--- config.mk ---
export PLATFORM = sky130hd
export DESIGN_NAME = univ_shift_reg
export DESIGN_NICKNAME = d
export VERILOG_FILES = /design/src/rtl/univ_shift_reg.sv
export SDC_FILE = /design/constraint.sdc
export NUM_CORES = 1
export LEC_CHECK = 0
export ABC_CLOCK_PERIOD_IN_PS = 2200
export CAP_MARGIN = 5
export CELL_PAD_IN_SITES_DETAIL_PLACEMENT = 0
export CELL_PAD_IN_SITES_GLOBAL_PLACEMENT = 1
export CORE_ASPECT_RATIO = 1.25
export CORE_UTILIZATION = 37
export DETAILED_ROUTE_END_ITERATION = 8
export GPL_TIMING_DRIVEN = 0
export PLACE_DENSITY_LB_ADDON = 0.08
export SLEW_MARGIN = 20
export SYNTH_ARGS = -nofsm -noshare
export SYNTH_HDL_FRONTEND = slang
export SYNTH_SLANG_ARGS = --single-unit
--- constraint.sdc ---
create_clock -name sys_clk -period 2.2 [get_ports sys_clk]
set_input_delay 0.44 -clock sys_clk [delete_from_list [all_inputs] [get_ports sys_clk]]
set_output_delay 0.44 -clock sys_clk [all_outputs]
set_load 0.01 [all_outputs]
--- src/rtl/univ_shift_reg.sv ---
// rtl/univ_shift_reg.sv - parametrised universal shift register with burst engine
//
// Purpose:
//   Register with hold, shift right, shift left and parallel load, serial
//   in/out at both ends. A burst engine performs a programmed number of shifts
//   in one direction without further host action.
//
// Optional feature macro: USR_ROTATE_EN
//   Defined   -> adds input `rot`; rot=1 turns every shift into a rotate.
//   Undefined -> no `rot` port; shifts always take the serial inputs.
//
// Ports:
//   sys_clk      in   1      clock, rising edge
//   sys_rst_n    in   1      synchronous reset, active-low
//   en           in   1      step enable; 0 freezes all state
//   mode         in   2      00 hold, 01 shift right, 10 shift left, 11 load
//   d            in   WIDTH  parallel load data
//   sin_msb      in   1      bit entering q[WIDTH-1] on a right shift
//   sin_lsb      in   1      bit entering q[0] on a left shift
//   burst_start  in   1      start a burst in the mode's direction
//   burst_len    in   CNT_W  number of shifts in the burst
//   rot          in   1      (USR_ROTATE_EN only) rotate instead of shift
//   q            out  WIDTH  register contents
//   sout_msb     out  1      q[WIDTH-1]
//   sout_lsb     out  1      q[0]
//   busy         out  1      high while a burst is running
//   done         out  1      one-cycle pulse after a burst completes

module univ_shift_reg #(
  parameter int WIDTH = 8,
  parameter int CNT_W = $clog2(WIDTH + 1)
) (
  input  logic             sys_clk,
  input  logic             sys_rst_n,
  input  logic             en,
  input  logic [1:0]       mode,
  input  logic [WIDTH-1:0] d,
  input  logic             sin_msb,
  input  logic             sin_lsb,
  input  logic             burst_start,
  input  logic [CNT_W-1:0] burst_len,
`ifdef USR_ROTATE_EN
  input  logic             rot,
`endif
  output logic [WIDTH-1:0] q,
  output logic             sout_msb,
  output logic             sout_lsb,
  output logic             busy,
  output logic             done
);

  localparam logic [1:0] MODE_HOLD = 2'b00;
  localparam logic [1:0] MODE_SHR  = 2'b01;
  localparam logic [1:0] MODE_SHL  = 2'b10;
  localparam logic [1:0] MODE_LOAD = 2'b11;

  typedef enum logic {
    ST_IDLE  = 1'b0,
    ST_BURST = 1'b1
  } state_t;

  // Registered state
  state_t           r_state;
  logic [WIDTH-1:0] r_q;
  logic [CNT_W-1:0] r_rem;
  logic             r_dir;   // latched burst direction: 0 right, 1 left
  logic             r_done;

  // Next-state values
  state_t           w_state_nxt;
  logic [WIDTH-1:0] w_q_nxt;
  logic [CNT_W-1:0] w_rem_nxt;
  logic             w_dir_nxt;
  logic             w_done_nxt;

  // Shift datapath
  logic             w_rot;
  logic             w_in_msb;
  logic             w_in_lsb;
  logic [WIDTH-1:0] w_shr;
  logic [WIDTH-1:0] w_shl;
  logic             w_mode_is_shift;
  logic             w_busy;

`ifdef USR_ROTATE_EN
  assign w_rot = rot;
`else
  assign w_rot = 1'b0;
`endif

  // A rotate is a shift whose incoming bit is the one falling off the far end.
  assign w_in_msb = w_rot ? r_q[0]       : sin_msb;
  assign w_in_lsb = w_rot ? r_q[WIDTH-1] : sin_lsb;

  assign w_shr = {w_in_msb, r_q[WIDTH-1:1]};
  assign w_shl = {r_q[WIDTH-2:0], w_in_lsb};

  assign w_mode_is_shift = (mode == MODE_SHR) || (mode == MODE_SHL);

  // State register
  always_ff @(posedge sys_clk) begin
    if (!sys_rst_n) begin
      r_state <= ST_IDLE;
      r_q     <= '0;
      r_rem   <= '0;
      r_dir   <= 1'b0;
      r_done  <= 1'b0;
    end else begin
      r_state <= w_state_nxt;
      r_q     <= w_q_nxt;
      r_rem   <= w_rem_nxt;
      r_dir   <= w_dir_nxt;
      r_done  <= w_done_nxt;
    end
  end

  // Next-state and datapath logic
  always_comb begin
    w_state_nxt = r_state;
    w_q_nxt     = r_q;
    w_rem_nxt   = r_rem;
    w_dir_nxt   = r_dir;
    w_done_nxt  = 1'b0;

    case (r_state)
      ST_IDLE: begin
        if (en) begin
          if (burst_start && w_mode_is_shift) begin
            // The start edge only arms the engine; the first shift is on
            // the following enabled edge.
            w_dir_nxt = (mode == MODE_SHL);
            w_rem_nxt = burst_len;
            if (burst_len != '0) begin
              w_state_nxt = ST_BURST;
            end else begin
              w_done_nxt = 1'b1;
            end
          end else begin
            case (mode)
              MODE_SHR:  w_q_nxt = w_shr;
              MODE_SHL:  w_q_nxt = w_shl;
              MODE_LOAD: w_q_nxt = d;
              MODE_HOLD: w_q_nxt = r_q;
              default:   w_q_nxt = r_q;
            endcase
          end
        end
      end

      ST_BURST: begin
        if (en) begin
          w_q_nxt   = r_dir ? w_shl : w_shr;
          w_rem_nxt = r_rem - CNT_W'(1);
          // rem can only be 0 here after a corrupted state; treat it as last.
          if (r_rem <= CNT_W'(1)) begin
            w_state_nxt = ST_IDLE;
            w_rem_nxt   = '0;
            w_done_nxt  = 1'b1;
          end
        end
      end

      default: begin
        w_state_nxt = ST_IDLE;
      end
    endcase
  end

  // Outputs
  always_comb begin
    w_busy = (r_state == ST_BURST);
  end

  assign q        = r_q;
  assign sout_msb = r_q[WIDTH-1];
  assign sout_lsb = r_q[0];
  assign busy     = w_busy;
  assign done     = r_done;

endmodule

Word level (Yosys, flattened, before mapping)
Cells that the tools add are included.
{ "totals": {"in_bits": 20, "elab_cells": 46, "output_inout_bits": 12, "regBits": 15} }
{ "op_classes": {"n_addsub": 1, "bitwise_logic": 1, "n_eq_ne": 8, "muxes": 23, "n_reduce_logical": 7, "magnitude_cmp": 1} }
{ "ops": {"columns": ["cell", "n"], "rows": [
  ["$mux W8", 4],
  ["$pmux W8 S3", 1],
  ["$mux W4", 4],
  ["$pmux W8 S2", 1],
  ["$mux W1", 10],
  ["$ne A2 B2 Y1 const B", 5],
  ["$pmux W4 S2", 1],
  ["$reduce_and A3 Y1", 2],
  ["$eq A2 B2 Y1 const B", 2],
  ["$le A4 B1 Y1 const B", 1],
  ["$pmux W1 S2", 2],
  ["$reduce_and A4 Y1", 1],
  ["$reduce_bool A4 Y1", 1],
  ["$sub A4 B1 Y4 const B", 1],
  ["$eq A2 B1 Y1 const B", 1],
  ["$logic_not A2 Y1", 1],
  ["$logic_and A1 B1 Y1", 1],
  ["$logic_or A1 B1 Y1", 1],
  ["$not A1 Y1", 1]
]} }

Logic depth before layout (Yosys ltp)
{ "depth": {"word_depth": 6, "mapped_depth": 6} }

Least setup slack after synthesis
OpenSTA, ideal clock, no wires.
{ "synth_timing": {"kind": "input-to-reg", "from": "input port mode[0]", "to": "register r_q[3] (netlist: q[3])", "slack_ps": 556, "required_ps": 2139, "arrival_time_ps": 1584, "n_path_buf": 1, "cell_stages": 6, "cell_sequence": "inv_1 -> ha_1 -> buf_2 -> or3b_1 -> a211oi_1 -> a311o_1"} }
{ "synth_via": {"elab_chain_cells": 5, "word_cells_on_any_way": 13, "cone_classes": "5 x eq/ne; 4 x mux; 4 x reduce/logical"} }
{ "synth_lines": {"columns": ["element", "line_no", "text"], "rows": [
  ["from (decl)", "36", "input logic [1:0] mode,"],
  ["$eq A2 B2 Y1, or another cell as far along", "139", "case (mode)"],
  ["$pmux W8 S3 / $logic_or A1 B1 Y1 (equally long branches)", "139, 98", null],
  ["$mux W8 / $logic_and A1 B1 Y1 (equally long branches)", "128", "if (burst_start && w_mode_is_shift) begin"],
  ["$mux W8 / $ne A2 B2 Y1 (equally long branches)", null, null],
  ["$pmux W8 S2 / $reduce_and A4 Y1 (equally long branches)", null, null],
  ["to (signal assigned)", "110", "r_q <= w_q_nxt;"],
  ["to (decl)", "64", "logic [WIDTH-1:0] r_q;"]
]} }
Parallel ways exist; a longest one is shown, timed or not. The select of a mux whose other input is x is not followed.
A chain may end at the register's enable or synchronous reset.

Final worst setup path
Same ends and word-level chain as after synthesis.

==> results.py <==
metrics = {
    "floorplanning": {
        "die_y_um": 62.61,
        "dieArea_um2": 3161,
        "rows": 21,
        "fp.coreArea_um2": 2733,
        "initial_core_util_pct": 39.79,
        "ios": 32,
        "die_x_um": 50.49,
    },
    "synth": {
        "ys.flop_type": "dfxtp_1",
        "ys_async_sr_fraction_pct": 0,
        "avgSynthCellArea_um2": 8.768,
        "yosysWarnings": 0,
        "netlist_area_um2": 1087,
        "synth_cell_types": 37,
        "synth_mux_area_share_pct": 8.285,
        "yosysSeqAreaShare_pct": 27.62,
        "syn-num-nets": 149,
        "synth_edf_count": 0,
        "synth_compound_area_share_pct": 31.07,
        "synthAdderAreaFrac_pct": 5.754,
        "synth_top_family_by_area": "compound AO/OA/AOI/OAI gates",
        "yosys.area_share.simple_pct": 21.29,
        "ys_seq_elements": 15,
        "synth-xor-area-share_pct": 0,
        "synthCells": 124,
    },
    "flow_run": {
        "drv_cap": 0,
    },
    "finish": {
        "antenna_cells": 0,
        "layout_common_cells": "clkdlybuf4s50_1, dfxtp_1, nor2_1",
        "final_common_cell": "clkdlybuf4s50_1",
        "post-route-util_pct": 53.43,
        "instances_no_fill": 192,
        "fin_nets": 184,
        "nFillCells": 298,
        "syn_to_final_growth_pct": 34.29,
        "drive_gt1_share_pct": 11.39,
    },
    "detailed_routing": {
        "routed_wl_um": 3069,
        "avgRoutedWirePerCell_um": 15.98,
        "post_drt_via_cell_ratio": 5.870,
        "drc": 0,
        "drt_iter0_markers": 21,
        "first_pass_iters": 4,
        "antenna_left": 0,
        "num_vias": 1127,
    },
    "worst_setup_path": {
        "max_stage_delay_ps": 480,
        "path_class": "in -> reg",
        "crit_path_cell_trace": "clkdlybuf4s50_1 -> inv_1 -> ha_1 -> buf_2 -> or3b_1 -> a211oi_1 -> a311o_1",
        "crit_start": "mode[0]",
        "r2r-start": "r_rem[0]$_SDFFE_PN0P_",
        "startpoint_type": "input port",
        "critical_path_arrival_ps": 2250,
        "crit_fanout": 10,
        "critPathSlowestCell": "clkdlybuf4s50_1",
        "cp_data_required_time_ps": 2440,
        "cp-end-kind": "register",
    },
    "timing": {
        "fin_crit_ps": 2013,
        "max_freq_ghz": 0.4967,
        "fin_crit_sh_pct": 91.51,
        "tightest_slew_ps": 662.9,
        "final_max_slew_viol_count": 0,
        "slew_headroom_pct": 55.81,
        "rsz0062_at_grt": "false",
        "hold_viol_final": 0,
        "setup_viol": 0,
        "finalClockSkew_ps": 1.765,
    },
    "pwr": {
        "powerDensity_nw_per_um2": 448.1,
        "power_leakage_nw": 0.4953,
        "ir_drop_mv": 0.2342,
    },
    "outcome": {
        "status": "finished clean",
    },
    "clock_tree": {
        "clk_pin_slew_ps": 100,
        "cts_root_buf": "clkbuf_4",
        "clkLatencyLatePin_ps": 290,
        "postCtsSetupBuffers": 0,
        "clock-sinks": 15,
        "cts_tree": "done",
        "cts_buffer_depth": 2,
        "numCtsBuffers": 3,
        "htreeDepth": 1,
    },
    "global_route": {
        "grt_pass1_vias": 1069,
        "grt-ovfl-total": 0,
        "grt_max_degree": 11,
        "grt_pass1_wl_um": 4961,
        "grt_usage_pct": 20.49,
        "grt_antenna_before_repair": 0,
    },
    "worst_hold_path": {
        "hold_start": "r_rem[2]$_SDFFE_PN0P_",
        "hold_class": "reg -> reg",
    },
    "place": {
        "port_buffers": 30,
        "dpl.hpwl_um": 2191,
        "dpl.cell_count": 188,
        "gp_congestion": 0.7981,
    },
}
## through the flow
step | hold WS, ps | power [mW] | setup TNS, ps | worst slack [ps] | instance area, um2
after global placement | 562.6 | 0.4880 | -1181 | -161.9 | 1430
after CTS | 585.2 | 0.6605 | 0 | 143.6 | 1456
final | 584.3 | 0.6544 | 0 | 186.7 | 1460
after global routing | 634.0 | 0.6938 | 0 | 111.0 | 1460
after floorplan | 528.5 | 0.4068 | 0 | 555.6 | 1087
after detailed placement | 565.2 | 0.4898 | -1254 | -166.4 | 1430
## state kept, by name (all words and copies together), names as in the netlist
| register | flops |
|---|---|
| q | 8 |
| r_rem | 4 |
| busy | 1 |
| done | 1 |
| r_dir | 1 |
## kinds of logic after synthesis
group,after synthesis
buf+inv,15
mux,9
fa+ha+maj,5
flops,15
compound gates,43
simple gates,37
## cell type report
| cell class | count | area [um2] | area share [%] |
|---|---|---|---|
| clock buffers | 4 | 26.28 | 1.799 |
| flip-flops and latches | 15 | 300.3 | 20.57 |
| multi-input cells | 94 | 725.7 | 49.70 |
| well taps | 34 | 42.54 | 2.913 |
| plain buffers | 9 | 42.54 | 2.913 |
| repair buffers | 30 | 300.3 | 20.57 |
| inverters | 6 | 22.52 | 1.542 |
## cell usage after synthesis (all sizes together), types with 2 or more instances
library cell	count	area [um2]
nand2	2	7.510
a22oi	8	60.06
dfxtp	15	300.3
nor2	11	41.29
a311o	8	80.08
a211oi	10	75.07
ha	5	62.56
buf	3	20.01
clkbuf	6	22.52
or3b	8	70.07
nor3	2	10.01
nor2b	2	12.51
a21oi	4	20.02
a21o	2	15.01
mux2i	9	90.09
o21ai	4	20.01
and3b	3	27.53
nand3	2	10.01
o221a	2	22.52
inv	6	22.52
## routing by layer
| layer | vias to the layer above | GRT usage, % | routed length, um |
|---|---|---|---|
| met4 | 0 | 7.292 | 42 |
| met1 | 535 | 22.92 | 1328 |
| li1 | 557 | - | - |
| met3 | 5 | 2.433 | 103 |
| met2 | 30 | 38.33 | 1596 |
| met5 | - | 0 | 0 |
## worst max-delay path, delay by kind of cell
kind | cells | cell delay, ps
buffers and inverters | 3 | 760
AND/OR/NAND/NOR | 1 | 380
AO/OA/AOI/OAI | 2 | 390
adder cells (fa/ha/maj) | 1 | 280
## report_power, final
part | internal (mW) | switching [mW]
combinational | 0.0957 | 0.0901
clock | 0.0705 | 0.0979
sequential | 0.285 | 0.0156
total | 0.451 | 0.204
## final timing paths
check	endpoint	slack, ps	cells after the start
hold reg to reg	r_rem[2]$_SDFFE_PN0P_	580	2
setup / recovery	q[3]$_SDFFE_PN0P_	190	7
hold / removal	r_rem[2]$_SDFFE_PN0P_	580	2
setup reg to reg	r_rem[3]$_SDFFE_PN0P_	600	5
## repair_timing
action,CTS,global route
gates resized for setup,0,1
endpoints found under the hold margin,0,0
setup endpoints to repair,0,2
hold buffers,0,0
(Power assumes the default switching activity.)
